--- src/rtl/penc_arb_pkg.sv ---
// Shared types and constants for the penc_arb priority arbiter.
package penc_arb_pkg;

  typedef enum logic {
    IDLE  = 1'b0,
    GRANT = 1'b1
  } arb_state_e;

  localparam int N_MIN = 2;
  localparam int N_MAX = 32;

endpackage

--- src/rtl/penc_arb_if.sv ---
// Request/grant bundle between request sources (master) and the arbiter (slave).
interface penc_arb_if #(
  parameter int N = 8,
  parameter int W = $clog2(N)
) ();

  logic [N-1:0] req;
  logic         ack;
  logic [W-1:0] gnt_idx;
  logic [N-1:0] gnt_onehot;
  logic         valid;

  modport master (
    output req, ack,
    input  gnt_idx, gnt_onehot, valid
  );

  modport slave (
    input  req, ack,
    output gnt_idx, gnt_onehot, valid
  );

endinterface

--- src/rtl/penc_arb_penc_n.sv ---
// Combinational N-bit highest-set-bit encoder with an any-set flag.
module penc_n #(
  parameter int N = 8,
  parameter int W = $clog2(N)
) (
  input  logic [N-1:0] req_i,
  output logic [W-1:0] idx_o,
  output logic         any_o
);

  // Ascending scan so the highest set bit is the last one written.
  always_comb begin
    idx_o = '0;
    any_o = 1'b0;
    for (int i = 0; i < N; i++) begin
      if (req_i[i]) begin
        idx_o = W'(i);
        any_o = 1'b1;
      end
    end
  end

endmodule

--- src/rtl/penc_arb.sv ---
// N-input arbiter: fixed priority (highest index) or round-robin, registered grant held until ack/withdrawal.
module penc_arb
  import penc_arb_pkg::*;
#(
  parameter int N  = 8,
  parameter int W  = $clog2(N),
  parameter int RR = 0
) (
  input  logic        clk_i,
  input  logic        rst_ni,
  penc_arb_if.slave   bus
);

  if (N < N_MIN || N > N_MAX) begin : g_bad_n
    $error("penc_arb: N out of range");
  end

  arb_state_e   state_q;
  logic [W-1:0] gnt_idx_q;
  logic [N-1:0] gnt_oh_q;
  logic [W-1:0] last_q;

  logic           release_w;
  logic [W-1:0]   rot_base;
  logic [N-1:0]   cand;
  logic [2*N-1:0] cand_dbl;
  logic [N-1:0]   rotated;
  logic [W-1:0]   enc_idx;
  logic           enc_any;
  logic [W:0]     idx_sum;
  logic [W-1:0]   gnt_idx_d;
  logic [N-1:0]   gnt_oh_d;

  assign release_w = (state_q == GRANT) && (bus.ack || !bus.req[gnt_idx_q]);

  // On release the outgoing grantee is masked and already counts as LAST for the search.
  assign rot_base = (RR != 0) ? (release_w ? gnt_idx_q : last_q) : '0;
  assign cand     = release_w ? (bus.req & ~gnt_oh_q) : bus.req;

  // Rotate so bit (rot_base-1) mod N lands at the top; the encoder then searches downward with wrap.
  assign cand_dbl = {cand, cand};
  assign rotated  = N'(cand_dbl >> rot_base);

  penc_n #(
    .N (N),
    .W (W)
  ) u_penc (
    .req_i (rotated),
    .idx_o (enc_idx),
    .any_o (enc_any)
  );

  assign idx_sum   = {1'b0, enc_idx} + {1'b0, rot_base};
  assign gnt_idx_d = (idx_sum >= (W+1)'(N)) ? W'(idx_sum - (W+1)'(N)) : W'(idx_sum);
  assign gnt_oh_d  = {{(N-1){1'b0}}, 1'b1} << gnt_idx_d;

  always_ff @(posedge clk_i) begin
    if (!rst_ni) begin
      state_q   <= IDLE;
      gnt_idx_q <= '0;
      gnt_oh_q  <= '0;
      last_q    <= '0;
    end else begin
      case (state_q)
        IDLE: begin
          if (enc_any) begin
            state_q   <= GRANT;
            gnt_idx_q <= gnt_idx_d;
            gnt_oh_q  <= gnt_oh_d;
          end
        end
        GRANT: begin
          if (release_w) begin
            last_q <= gnt_idx_q;
            if (enc_any) begin
              gnt_idx_q <= gnt_idx_d;
              gnt_oh_q  <= gnt_oh_d;
            end else begin
              state_q   <= IDLE;
              gnt_idx_q <= '0;
              gnt_oh_q  <= '0;
            end
          end
        end
        default: begin
          state_q   <= IDLE;
          gnt_idx_q <= '0;
          gnt_oh_q  <= '0;
        end
      endcase
    end
  end

  assign bus.gnt_idx    = gnt_idx_q;
  assign bus.gnt_onehot = gnt_oh_q;
  assign bus.valid      = (state_q == GRANT);

endmodule
--- src/flat_wrapper.sv ---
// flat-port wrapper written by rule: the top's interface ports become plain ports
module penc_arb_flat import penc_arb_pkg::*;
#(
  parameter int N  = 8,
  parameter int W  = $clog2(N),
  parameter int RR = 0
)
  (clk_i, rst_ni, bus_req, bus_ack, bus_gnt_idx, bus_gnt_onehot, bus_valid);
  penc_arb_if #(.N(N), .W(W)) bus_i ();
  input  logic clk_i;
  input  logic rst_ni;
  input wire logic [$bits(bus_i.req)-1:0] bus_req;
  input wire logic [$bits(bus_i.ack)-1:0] bus_ack;
  output wire logic [$bits(bus_i.gnt_idx)-1:0] bus_gnt_idx;
  output wire logic [$bits(bus_i.gnt_onehot)-1:0] bus_gnt_onehot;
  output wire logic [$bits(bus_i.valid)-1:0] bus_valid;
  assign bus_i.req = bus_req;
  assign bus_i.ack = bus_ack;
  assign bus_gnt_idx = bus_i.gnt_idx;
  assign bus_gnt_onehot = bus_i.gnt_onehot;
  assign bus_valid = bus_i.valid;
  penc_arb #(.N(N), .W(W), .RR(RR)) u_core (.clk_i(clk_i), .rst_ni(rst_ni), .bus(bus_i));
endmodule
--- config.mk ---
export PLATFORM = sky130hd
export DESIGN_NAME = penc_arb_flat
export DESIGN_NICKNAME = d
export VERILOG_FILES = /design/src/rtl/penc_arb_pkg.sv /design/src/rtl/penc_arb_if.sv /design/src/rtl/penc_arb_penc_n.sv /design/src/rtl/penc_arb.sv /design/src/flat_wrapper.sv
export SDC_FILE = /design/constraint.sdc
export NUM_CORES = 1
export LEC_CHECK = 0
export CORE_MARGIN = 5
export CORE_UTILIZATION = 30
export CTS_BUF_LIST = sky130_fd_sc_hd__clkbuf_8
export CTS_CLUSTER_DIAMETER = 120
export DETAILED_ROUTE_END_ITERATION = 12
export SLEW_MARGIN = 20
export SYNTH_ARGS = -nofsm -noshare
export SYNTH_HDL_FRONTEND = slang
export SYNTH_SLANG_ARGS = --single-unit
--- constraint.sdc ---
create_clock -name clk_i -period 2.87 [get_ports clk_i]
set_input_delay 0.4305 -clock clk_i [delete_from_list [all_inputs] [get_ports clk_i]]
set_output_delay 0.4305 -clock clk_i [all_outputs]
set_load 0.01 [all_outputs]
==> flow_summary_export.csv, run 1 <==
group,metric,value,unit
global_route,grt_usage,13.18,%
timing,whs,0.5255,ns
timing,finalSetupViolations,0,
global_route,antenna_found_initial,0,
worst_hold_path,hp-class,"flop to flop",
yosys,syn_area,855.8,sq um
floorplanning,ioPinCount,23,
timing,min_period,2.662,ns
worst_setup_path,r2r_cells,8,
pwr,ir_drop,0.2367,mV
yosys,synth_cells,103,
global_route,grt_max_degree,17,
yosys,synth.net_count,114,
cells_and_area,fillers,281,
clocking,cts_max_path_buffers,2,
global_route,grt_pass1_vias,896,
worst_setup_path,arrival,2.84,ns
outcome,status,"finished, final reports clean",
timing,finalCritPeriodShare,92.75,%
floorplanning,core_area,2734,sq um
clocking,postCtsSetupRepairBufs,0,
detailed_routing,final_antenna_net_count,0,
job,drv_cap,0,
yosys,ys_types,36,
cells_and_area,most-common-layout-cells,"clkdlybuf4s50_1, dfxtp_1, nand3b_1",
detailed_routing,drt_iter0_markers,33,
cells_and_area,area_growth,40.20,%
worst_setup_path,start_kind,"input port",
floorplanning,row_count,19,
cells_and_area,final_common_cell,"clkdlybuf4s50_1",
timing,clock.fmax,0.3757,GHz
global_route,top_usage_layer,"met2",
clocking,cts_tree,"yes",
placed_design,preCtsSetupSlack,-0.02607,ns
worst_setup_path,r2r-start,"u_core.bus.gnt_idx[0]",
worst_setup_path,startpoint,"bus_req[7]",
global_route,grtUsageMet2,18.78,%
cells_and_area,nets,143,
yosys,syn_area_per_cell,8.309,sq um
global_route,gr-usage-met1,17.06,%
placed_design,numPortBuffers,22,
timing,skew,0.006007,ns
detailed_routing,num_vias,901,
placed_design,dp_hpwl,1883,um
detailed_routing,routedWlPerCell,15.31,um
worst_setup_path,reg2reg_slack,0.35,ns
timing,worstMarginPinSlew,0.4929,ns
yosys,ys_seq_elements,12,
clocking,clk_pin_slew,0.05,ns
worst_setup_path,cp_data_required_time,3.05,ns
yosys,ys.warnings.count,0,
cells_and_area,drive_gt1_share,16.03,%
clocking,numCtsBuffers,3,
floorplanning,die_area,4021,sq um
floorplanning,start_util,31.30,%
global_route,grt_pass1_wl,4209,um
detailed_routing,wl,2481,um
clocking,clockRootBuffer,"clkbuf_8",
yosys,seq_area_frac_synth,28.07,%
timing,hold_viol_final,0,
floorplanning,die_w,63.41,um
timing,rsz0062_at_grt,"no",
timing,tns,0,ns
timing,drv_slew,0,
worst_setup_path,r2r_end,"u_core.bus.gnt_onehot[3]",
clocking,cts.sinks,12,
detailed_routing,vias_per_cell,5.562,
cells_and_area,n_antenna_cell,0,
clocking,clk_latency,0.25,ns
detailed_routing,drcViolationCount,0,
worst_setup_path,end_kind,"flop",
worst_hold_path,min_from,"u_core.bus.gnt_onehot[0]",
pwr,powerDensity,432.4,nW/um^2
clocking,cts_hold_buffers,0,
worst_setup_path,path_max_fanout,10,
worst_setup_path,critical_path_class,"input port to flop",
clocking,cts.repair.resized,0,
clocking,cts-htree-levels,1,
worst_setup_path,endpoint,"u_core.bus.gnt_onehot[1]",
pwr,leakage,0.0004078,uW
global_route,gr-total-overflow,0,
detailed_routing,drt_pass1_iterations,4,
floorplanning,dieHeight,63.41,um
timing,slew_headroom,67.09,%
global_route,grt_use_met3,3.020,%
placed_design,place_congestion,0.8554,
timing,setup_ws,0.2082,ns
stage by stage:
| stage | total power [uW] | utilization, % | instances | cell area, sq um |
|---|---|---|---|---|
| after CTS | 521.0 | 43.89 | 162 | 1200 |
| after detailed placement | 334.0 | 41.88 | 158 | 1145 |
| after global placement | 333.5 | 41.88 | 158 | 1145 |
| after floorplan | 276.8 | - | 103 | 855.8 |
| after global routing | 547.8 | 43.89 | 162 | 1200 |
| final | 518.8 | 43.89 | 162 | 1200 |
worst min-delay path by stage:
stage	to	slack, ns	cells past startpoint
floorplan	u_core.bus.gnt_onehot[0]	0.52	2
global placement	u_core.bus.gnt_onehot[0]	0.52	2
detailed placement	u_core.bus.gnt_onehot[0]	0.51	2
CTS	u_core.bus.gnt_onehot[0]	0.53	2
global route	u_core.bus.gnt_onehot[0]	0.57	2
finish	u_core.bus.gnt_onehot[0]	0.53	2
area by class of cell:
cell class                 count  area [sq um]  share of cell area [%]
tap                           31         38.79                   3.233
multi-input combinational     82         570.5                   47.55
inverter                       2         7.507                  0.6257
sequential                    12         240.2                   20.02
clock buffer                   4         55.05                   4.588
timing repair buffer          31         287.8                   23.98
worst max-delay path, stage by stage:
cell and delay (ns):
clkdlybuf4s50_1 0.53, mux2i_1 0.10, a221o_1 0.53, a31oi_4 0.32, nor2b_1 0.08, o31a_2 0.41, o32a_1 0.36, nor2_1 0.08
sequential cells by signal, indices dropped and copies added, names as in the netlist:
register and cells:
u_core.bus.gnt_onehot 8, u_core.bus.gnt_idx 3, u_core.bus.valid 1
cells in the mapped netlist:
| cell type | count | area share, % |
|---|---|---|
| nand2_1 | 8 | 3.5 |
| a31oi_4 | 1 | 2.5 |
| a31o_1 | 1 | 1.0 |
| a2bb2oi_1 | 2 | 2.0 |
| o211a_1 | 1 | 1.2 |
| a211oi_1 | 1 | 0.88 |
| dfxtp_1 | 12 | 28 |
| clkbuf_1 | 3 | 1.3 |
| o21ai_0 | 9 | 5.3 |
| nand3b_1 | 11 | 9.6 |
| o32a_1 | 2 | 2.3 |
| nor2_1 | 9 | 3.9 |
| mux2i_1 | 2 | 2.3 |
| and2_1 | 2 | 1.5 |
| or2_2 | 1 | 0.73 |
| buf_6 | 1 | 1.3 |
| o22a_1 | 1 | 1.0 |
| a221o_1 | 1 | 1.2 |
| mux2_2 | 1 | 1.3 |
| a31oi_2 | 2 | 2.9 |
| a31oi_1 | 5 | 3.7 |
| and3_1 | 1 | 0.73 |
| nand2b_1 | 2 | 1.5 |
| nand3_1 | 1 | 0.58 |
| mux4_2 | 1 | 2.6 |
| inv_1 | 2 | 0.88 |
| nand4bb_1 | 1 | 1.3 |
| or3b_1 | 1 | 1.0 |
| nor2b_1 | 3 | 2.2 |
| o31a_2 | 1 | 1.2 |
| o211ai_1 | 1 | 0.88 |
| o21ai_1 | 2 | 1.2 |
| nor4_4 | 1 | 2.5 |
| nor3_1 | 1 | 0.58 |
| a21oi_1 | 6 | 3.5 |
| buf_2 | 3 | 1.8 |
routing by layer:
| metal | wire length (um) | vias to the layer above |
|---|---|---|
| met3 | 139 | 7 |
| met2 | 1113 | 36 |
| met4 | 84 | 0 |
| li1 | - | 443 |
| met1 | 1143 | 415 |
| met5 | 0 | - |
kinds of logic after synthesis:
kind of cell | Yosys count | share of synthesized area [%]
AOI/OAI and AO/OA | 36 | 30.70
buffers and inverters | 9 | 5.263
DFF | 12 | 28.07
muxes | 4 | 6.286
and+or+nand+nor | 42 | 29.68
power by group:
part / leakage [uW] / total (uW) / internal, uW / switching (uW)
sequential: 0.0000986 / 193 / 176 / 17.3
combinational: 0.000280 / 139 / 72.8 / 66.0
clock: 0.0000288 / 187 / 121 / 65.7
total: 0.000408 / 519 / 370 / 149
No activity file was read; power rests on OpenSTA's default activity.
==> run 2, diff against run 1 <==
--- a/config.mk
+++ b/config.mk
@@ -7,7 +7,6 @@
 export LEC_CHECK = 0
 export CORE_MARGIN = 5
 export CORE_UTILIZATION = 30
-export CTS_BUF_LIST = sky130_fd_sc_hd__clkbuf_8
 export CTS_CLUSTER_DIAMETER = 120
 export DETAILED_ROUTE_END_ITERATION = 12
 export SLEW_MARGIN = 20
==> run 2 against run 1 <==
Against the previous run:
- sequential power is essentially flat
- critical path depth is the same
- first-iteration DRC count grew 6.1%
- global-route usage shrank 0.36 points
- largest cell class unchanged
- die area is the same
- clock power shrank 28%
- count of clock-buffer cells in the layout is the same
- final area shrank 1.6%
- utilization shrank 0.69 points
- sequential cell count is the same
- combinational power is essentially flat
==> flow_summary_export.csv, run 2 (synthesis results as in run 1) <==
group,metric,value,unit
cells_and_area,drive_gt1_share,16.03,%
placed_design,dp_hpwl,1883,um
worst_setup_path,path_max_fanout,10,
detailed_routing,drt_iter0_markers,35,
pwr,pwr-share-seq,41.3,%
timing,tns,0,ns
cells_and_area,final_common_cell,"clkdlybuf4s50_1",
worst_setup_path,critical_path_class,"input port to flop",
pwr,combPwrFrac,29.8,%
pwr,swShare,30.32,%
worst_setup_path,start_kind,"input port",
floorplanning,ioPinCount,23,
clocking,numCtsBuffers,3,
worst_setup_path,r2r-start,"u_core.bus.gnt_idx[0]",
worst_setup_path,cp.depth,8,
detailed_routing,num_vias,890,
pwr,power.clock.fraction,28.9,%
outcome,status,"finished, final reports clean",
detailed_routing,routedWlPerCell,15.14,um
timing,finalCritPeriodShare,91.76,%
timing,hold_viol_final,0,
detailed_routing,final_antenna_net_count,0,
timing,finalSetupViolations,0,
pwr,ir_drop,0.2023,mV
global_route,grt_usage,12.81,%
clocking,clk_latency,0.28,ns
timing,drv_slew,0,
floorplanning,start_util,31.30,%
cells_and_area,area_growth,38.01,%
placed_design,place_congestion,0.8554,
worst_setup_path,r2r_end,"u_core.bus.gnt_onehot[3]",
floorplanning,dieHeight,63.41,um
global_route,grt_max_degree,17,
pwr,leakage,0.0004000,uW
worst_hold_path,hp-class,"flop to flop",
floorplanning,core_area,2734,sq um
clocking,clk_pin_slew,0.07,ns
detailed_routing,drcViolationCount,0,
floorplanning,die_area,4021,sq um
timing,rsz0062_at_grt,"no",
worst_setup_path,r2r_cells,8,
worst_setup_path,critPathSlowestCell,"clkdlybuf4s50_1",
clocking,cts_tree,"yes",
timing,slew_headroom,66.76,%
cells_and_area,nets,143,
detailed_routing,wl,2453,um
global_route,antenna_found_initial,0,
detailed_routing,drt_pass1_iterations,4,
placed_design,dp.cells,158,
clocking,cts.sinks,12,
clocking,cts.repair.resized,0,
worst_setup_path,cp_data_required_time,3.08,ns
clocking,clockRootBuffer,"clkbuf_4",
detailed_routing,vias_per_cell,5.494,
global_route,gr-total-overflow,0,
worst_setup_path,end_kind,"flop",
cells_and_area,most-common-layout-cells,"clkdlybuf4s50_1, dfxtp_1, nand3b_1",
job,drv_cap,0,
timing,worstMarginPinSlew,0.4979,ns
floorplanning,die_w,63.41,um
global_route,grt_pass1_vias,895,
global_route,grt_pass1_wl,4174,um
worst_setup_path,path_cells,"clkdlybuf4s50_1 > mux2i_1 > a221o_1 > a31oi_4 > nor2b_1 > o31a_2 > o32a_1 > nor2_1",
pwr,powerDensity,395.1,nW/um^2
worst_setup_path,worst-path-buf-inv,1,
worst_setup_path,max_stage_delay,0.54,ns
timing,skew,0.006457,ns
cells_and_area,final_cells,162,
cells_and_area,largest_reg_flops,8,
worst_setup_path,startpoint,"bus_req[7]",
placed_design,numPortBuffers,22,
clocking,cts-htree-levels,1,
worst_setup_path,reg2reg_slack,0.34,ns
timing,clock.fmax,0.3797,GHz
clocking,cts_max_path_buffers,2,
pwr,p_int,325.2,uW
timing,min_period,2.633,ns
floorplanning,row_count,19,
worst_setup_path,path_delay_family,"compound AO/OA/AOI/OAI gates",
pwr,switchingPower,141.5,uW
worst_setup_path,endpoint,"u_core.bus.gnt_onehot[1]",
worst_setup_path,arrival,2.85,ns
cells_and_area,n_antenna_cell,0,
clocking,cts_hold_buffers,0,
clocking,postCtsSetupRepairBufs,0,
[run 2: layer usage]
metal	up-vias	wire length [um]	GRT usage (%)
li1	443	-	-
met4	0	63	8.052
met5	-	0	0
met1	414	1159	17.06
met3	5	110	2.487
met2	28	1120	18.65
[run 2: stage by stage]
step	hold WS, ns	worst slack [ns]	utilization, %	total power (uW)	cell area, sq um
after floorplan	0.5166	0.5597	-	276.8	855.8
after global placement	0.5174	-0.02410	41.88	333.5	1145
after detailed placement	0.5076	-0.02607	41.88	334.0	1145
after CTS	0.5286	0.2608	43.20	471.0	1181
after global routing	0.5767	0.07625	43.20	499.0	1181
final	0.5281	0.2366	43.20	466.7	1181
[run 2: layout make-up]
cell class | instances | area, sq um
Sequential cell | 12 | 240.2
Fill cell | 280 | 1553
Multi-Input combinational cell | 82 | 570.5
Inverter | 2 | 7.507
Clock buffer | 4 | 36.28
Tap cell | 31 | 38.79
Timing Repair Buffer | 31 | 287.8
[run 2: power by group through the flow]
stage               Combinational (uW)  Sequential (uW)  Clock, uW
floorplan                         84.7              192          0
global placement                   137              197          0
detailed placement                 137              197          0
CTS                                138              193        140
global route                       151              196        153
finish                             139              193        135
[run 2: worst min path at each step]
stage                        startpoint                  endpoint  slack (ns)  cells after the start
5_1_grt        u_core.bus.gnt_onehot[0]  u_core.bus.gnt_onehot[0]        0.58                      2
4_1_cts        u_core.bus.gnt_onehot[0]  u_core.bus.gnt_onehot[0]        0.53                      2
3_3_place_gp   u_core.bus.gnt_onehot[0]  u_core.bus.gnt_onehot[0]        0.52                      2
3_5_place_dp   u_core.bus.gnt_onehot[0]  u_core.bus.gnt_onehot[0]        0.51                      2
6_report       u_core.bus.gnt_onehot[0]  u_core.bus.gnt_onehot[0]        0.53                      2
2_1_floorplan  u_core.bus.gnt_onehot[0]  u_core.bus.gnt_onehot[0]        0.52                      2
[run 2: worst min-delay path, delay by kind of cell (launching register included)]
| family | cells | cell delay (ns) |
|---|---|---|
| flip-flops | 1 | 0.34 |
| AND/OR/NAND/NOR | 1 | 0.09 |
| AO/OA/AOI/OAI | 1 | 0.06 |
==> run 3, diff against run 2 <==
--- a/config.mk
+++ b/config.mk
@@ -9,7 +9,9 @@
 export CORE_UTILIZATION = 30
 export CTS_CLUSTER_DIAMETER = 120
 export DETAILED_ROUTE_END_ITERATION = 12
+export GPL_ROUTABILITY_DRIVEN = 0
 export SLEW_MARGIN = 20
 export SYNTH_ARGS = -nofsm -noshare
 export SYNTH_HDL_FRONTEND = slang
+export SYNTH_HIERARCHICAL = 1
 export SYNTH_SLANG_ARGS = --single-unit
==> run 3 against run 2 <==
Against the previous run:
- final cell count decreased by 3.1%
- sequential power barely moved
- critical path depth is 4 higher
- die area is 3.2% lower
- synthesized cell count decreased by 11%
- sequential cell count unchanged
- count of clock-buffer cells in the layout unchanged
- non-clock buffer count rose by 2
- final area up 3.1%
- clock skew down 0.0025 ns
==> flow_summary_export.csv, run 3 <==
group,metric,value,unit
outcome,status,"finished, final reports clean",
timing,worstMarginPinSlew,0.4824,ns
detailed_routing,drcViolationCount,0,
detailed_routing,vias_per_cell,5.433,
yosys,synth_cells,92,
yosys,postSynth.asyncResetShare,0,%
worst_setup_path,arrival,2.92,ns
floorplanning,core_area,2686,sq um
pwr,ir_drop,0.2312,mV
timing,hold_viol_final,0,
worst_setup_path,r2r-start,"u_core/bus.gnt_idx[0]",
yosys,synth_common_cells,"nand2_1, dfxtp_1, a21boi_2",
worst_setup_path,worst-path-buf-inv,3,
timing,min_period,2.720,ns
cells_and_area,area_growth,47.87,%
yosys,synth_top_cell_by_area,"dfxtp_1",
worst_setup_path,start_kind,"input port",
yosys,syn_area_per_cell,8.949,sq um
yosys,ys.warnings.count,6,
worst_setup_path,critical_path_class,"input port to flop",
worst_setup_path,end_kind,"flop",
floorplanning,dieHeight,62.39,um
worst_setup_path,max_stage_delay,0.50,ns
floorplanning,die_area,3892,sq um
job,drv_cap,0,
detailed_routing,routedWlPerCell,15.02,um
clocking,numCtsBuffers,3,
worst_setup_path,cp_data_required_time,3.07,ns
timing,skew,0.003995,ns
cells_and_area,largest_reg_flops,8,
timing,slew_headroom,67.74,%
yosys,synth_area_leaders,"dfxtp_1, a21boi_2, nand2_1, o32ai_1, a21oi_4",
detailed_routing,final_antenna_net_count,0,
placed_design,numPortBuffers,22,
yosys,synth_most_common_cell,"nand2_1",
yosys,ys_seq_elements,12,
worst_setup_path,critPathSlowestCell,"clkdlybuf4s50_1",
floorplanning,row_count,19,
cells_and_area,final_common_cell,"clkdlybuf4s50_1",
clocking,cts_tree,"yes",
pwr,p_total,503.7,uW
global_route,gr-total-overflow,0,
yosys,synth_flop_cell,"dfxtp_1",
clocking,cts-htree-levels,1,
timing,rsz0062_at_grt,"no",
yosys,synth_top_area_share,29.18,%
cells_and_area,nets,138,
global_route,grt_pass1_vias,928,
clocking,clk_pin_slew,0.08,ns
floorplanning,start_util,30.65,%
cells_and_area,n_antenna_cell,0,
worst_setup_path,path_delay_family,"compound AO/OA/AOI/OAI gates",
detailed_routing,num_vias,853,
cells_and_area,fin_area,1217,sq um
yosys,seq_area_frac_synth,29.18,%
floorplanning,die_w,62.39,um
placed_design,dp_hpwl,1821,um
cells_and_area,most-common-layout-cells,"clkdlybuf4s50_1, nand2_1, dfxtp_1",
timing,drv_slew,0,
global_route,grt_pass1_wl,3981,um
timing,finalSetupViolations,0,
pwr,leakage,0.0004376,uW
detailed_routing,wl,2358,um
yosys,syn_area,823.3,sq um
pwr,powerDensity,413.8,nW/um^2
detailed_routing,drt_iter0_markers,19,
yosys,synth.net_count,103,
timing,clock.fmax,0.3676,GHz
clocking,cts_max_path_buffers,2,
yosys,ys_types,36,
timing,finalCritPeriodShare,94.79,%
yosys,synth-edff-count,0,
global_route,grt_usage,12.23,%
clocking,clk_latency,0.27,ns
detailed_routing,drt_pass1_iterations,4,
clocking,clockRootBuffer,"clkbuf_4",
worst_hold_path,min_from,"u_core/bus.gnt_onehot[2]",
clocking,cts.sinks,12,
worst_setup_path,startpoint,"bus_req[4]",
global_route,antenna_found_initial,0,
global_route,grt_max_degree,15,
placed_design,placed_area,1137,sq um
worst_setup_path,path_max_fanout,8,
cells_and_area,drive_gt1_share,30.16,%
worst_hold_path,hp-class,"flop to flop",
cells_and_area,fillers,284,
floorplanning,ioPinCount,23,
worst_setup_path,path_cells,"clkdlybuf4s50_1 > mux2i_2 > a221oi_4 > a21oi_4 > buf_12 > a21boi_4 > inv_1 > a21oi_2 > o31ai_2 > nor2b_1 > or3b_2 > o22ai_1",
## run 3: cell count changes in the layout (fill, tap and decap cells not counted), moves of 3 or more
| cell | before | now |
|---|---|---|
| nor2_1 | 9 | 6 |
| nand2_1 | 8 | 13 |
| o21ai_0 | 9 | 0 |
| a21oi_1 | 6 | 1 |
| a21boi_2 | 0 | 7 |
| nand3b_1 | 11 | 2 |
| o22ai_1 | 0 | 5 |
| o32ai_1 | 0 | 4 |
| a31oi_1 | 5 | 2 |
## run 3: worst register-to-register path, stage by stage (launching register included)
cell	delay, ns
dfxtp_2	0.45
mux2i_1	0.28
a22oi_1	0.13
buf_4	0.17
a21oi_4	0.16
buf_12	0.15
a21boi_4	0.07
nor2_1	0.20
o31ai_1	0.12
nand2b_1	0.18
or3b_2	0.49
o22ai_1	0.13
## run 3: per-layer routing
metal / global-route usage (%) / vias to the layer above / share of wire, % / wire [um]
li1: - / 420 / - / -
met1: 14.90 / 398 / 45 / 1052
met2: 20.47 / 31 / 47 / 1104
met3: 3.777 / 4 / 7.2 / 170
met4: 3.714 / 0 / 1.3 / 30
met5: 0 / - / 0 / 0
## run 3: final cells by class
cell class / count / area (sq um) / share of cell area (%)
Clock buffer: 4 / 36.28 / 2.980
Multi-Input combinational cell: 73 / 570.5 / 46.87
Inverter: 4 / 15.01 / 1.233
Tap cell: 31 / 38.79 / 3.186
Sequential cell: 12 / 241.5 / 19.84
Timing Repair Buffer: 33 / 315.3 / 25.90
## run 3: where the power goes
part	internal (uW)	total (uW)	switching [uW]
clock	77.0	135	58.4
combinational	90.8	175	84.2
sequential	177	193	16.5
## run 3: repair_timing
| action | 4_1_cts | 5_1_grt |
|---|---|---|
| hold buffers | 0 | 0 |
| gates resized for setup | 0 | 6 |
| buffers inserted | 0 | 1 |
| setup endpoints to repair | 0 | 10 |
## run 3: cells by family (layout without fill, tap and decap cells)
family                 after synthesis  count (layout)  share of synthesized area (%)
DFF                                 12              12                          29.18
buffers and inverters                7              41                          4.254
AOI/OAI and AO/OA                   35              35                          40.58
muxes                                4               4                          5.319
and+or+nand+nor                     34              34                          20.67
## run 3: path summary, 6_finish.rpt
path,end,slack [ns],cells past startpoint
setup / recovery,u_core/bus.gnt_onehot[0],0.15,12
hold / removal,u_core/bus.gnt_onehot[2],0.51,2
setup reg to reg,u_core/bus.gnt_onehot[0],0.29,11
hold reg to reg,u_core/bus.gnt_onehot[2],0.51,2
## run 3: metrics by stage
step	setup WS, ns	util (%)	instances	TNS (ns)	hold WS (ns)
global route	0.01917	45.32	157	0	0.5246
CTS	0.09288	43.69	156	0	0.5084
global placement	-0.02672	42.34	152	-0.04660	0.4898
detailed placement	-0.09542	42.34	152	-0.2070	0.4946
floorplan	0.3397	-	92	0	0.5131
finish	0.1496	45.32	157	0	0.5081
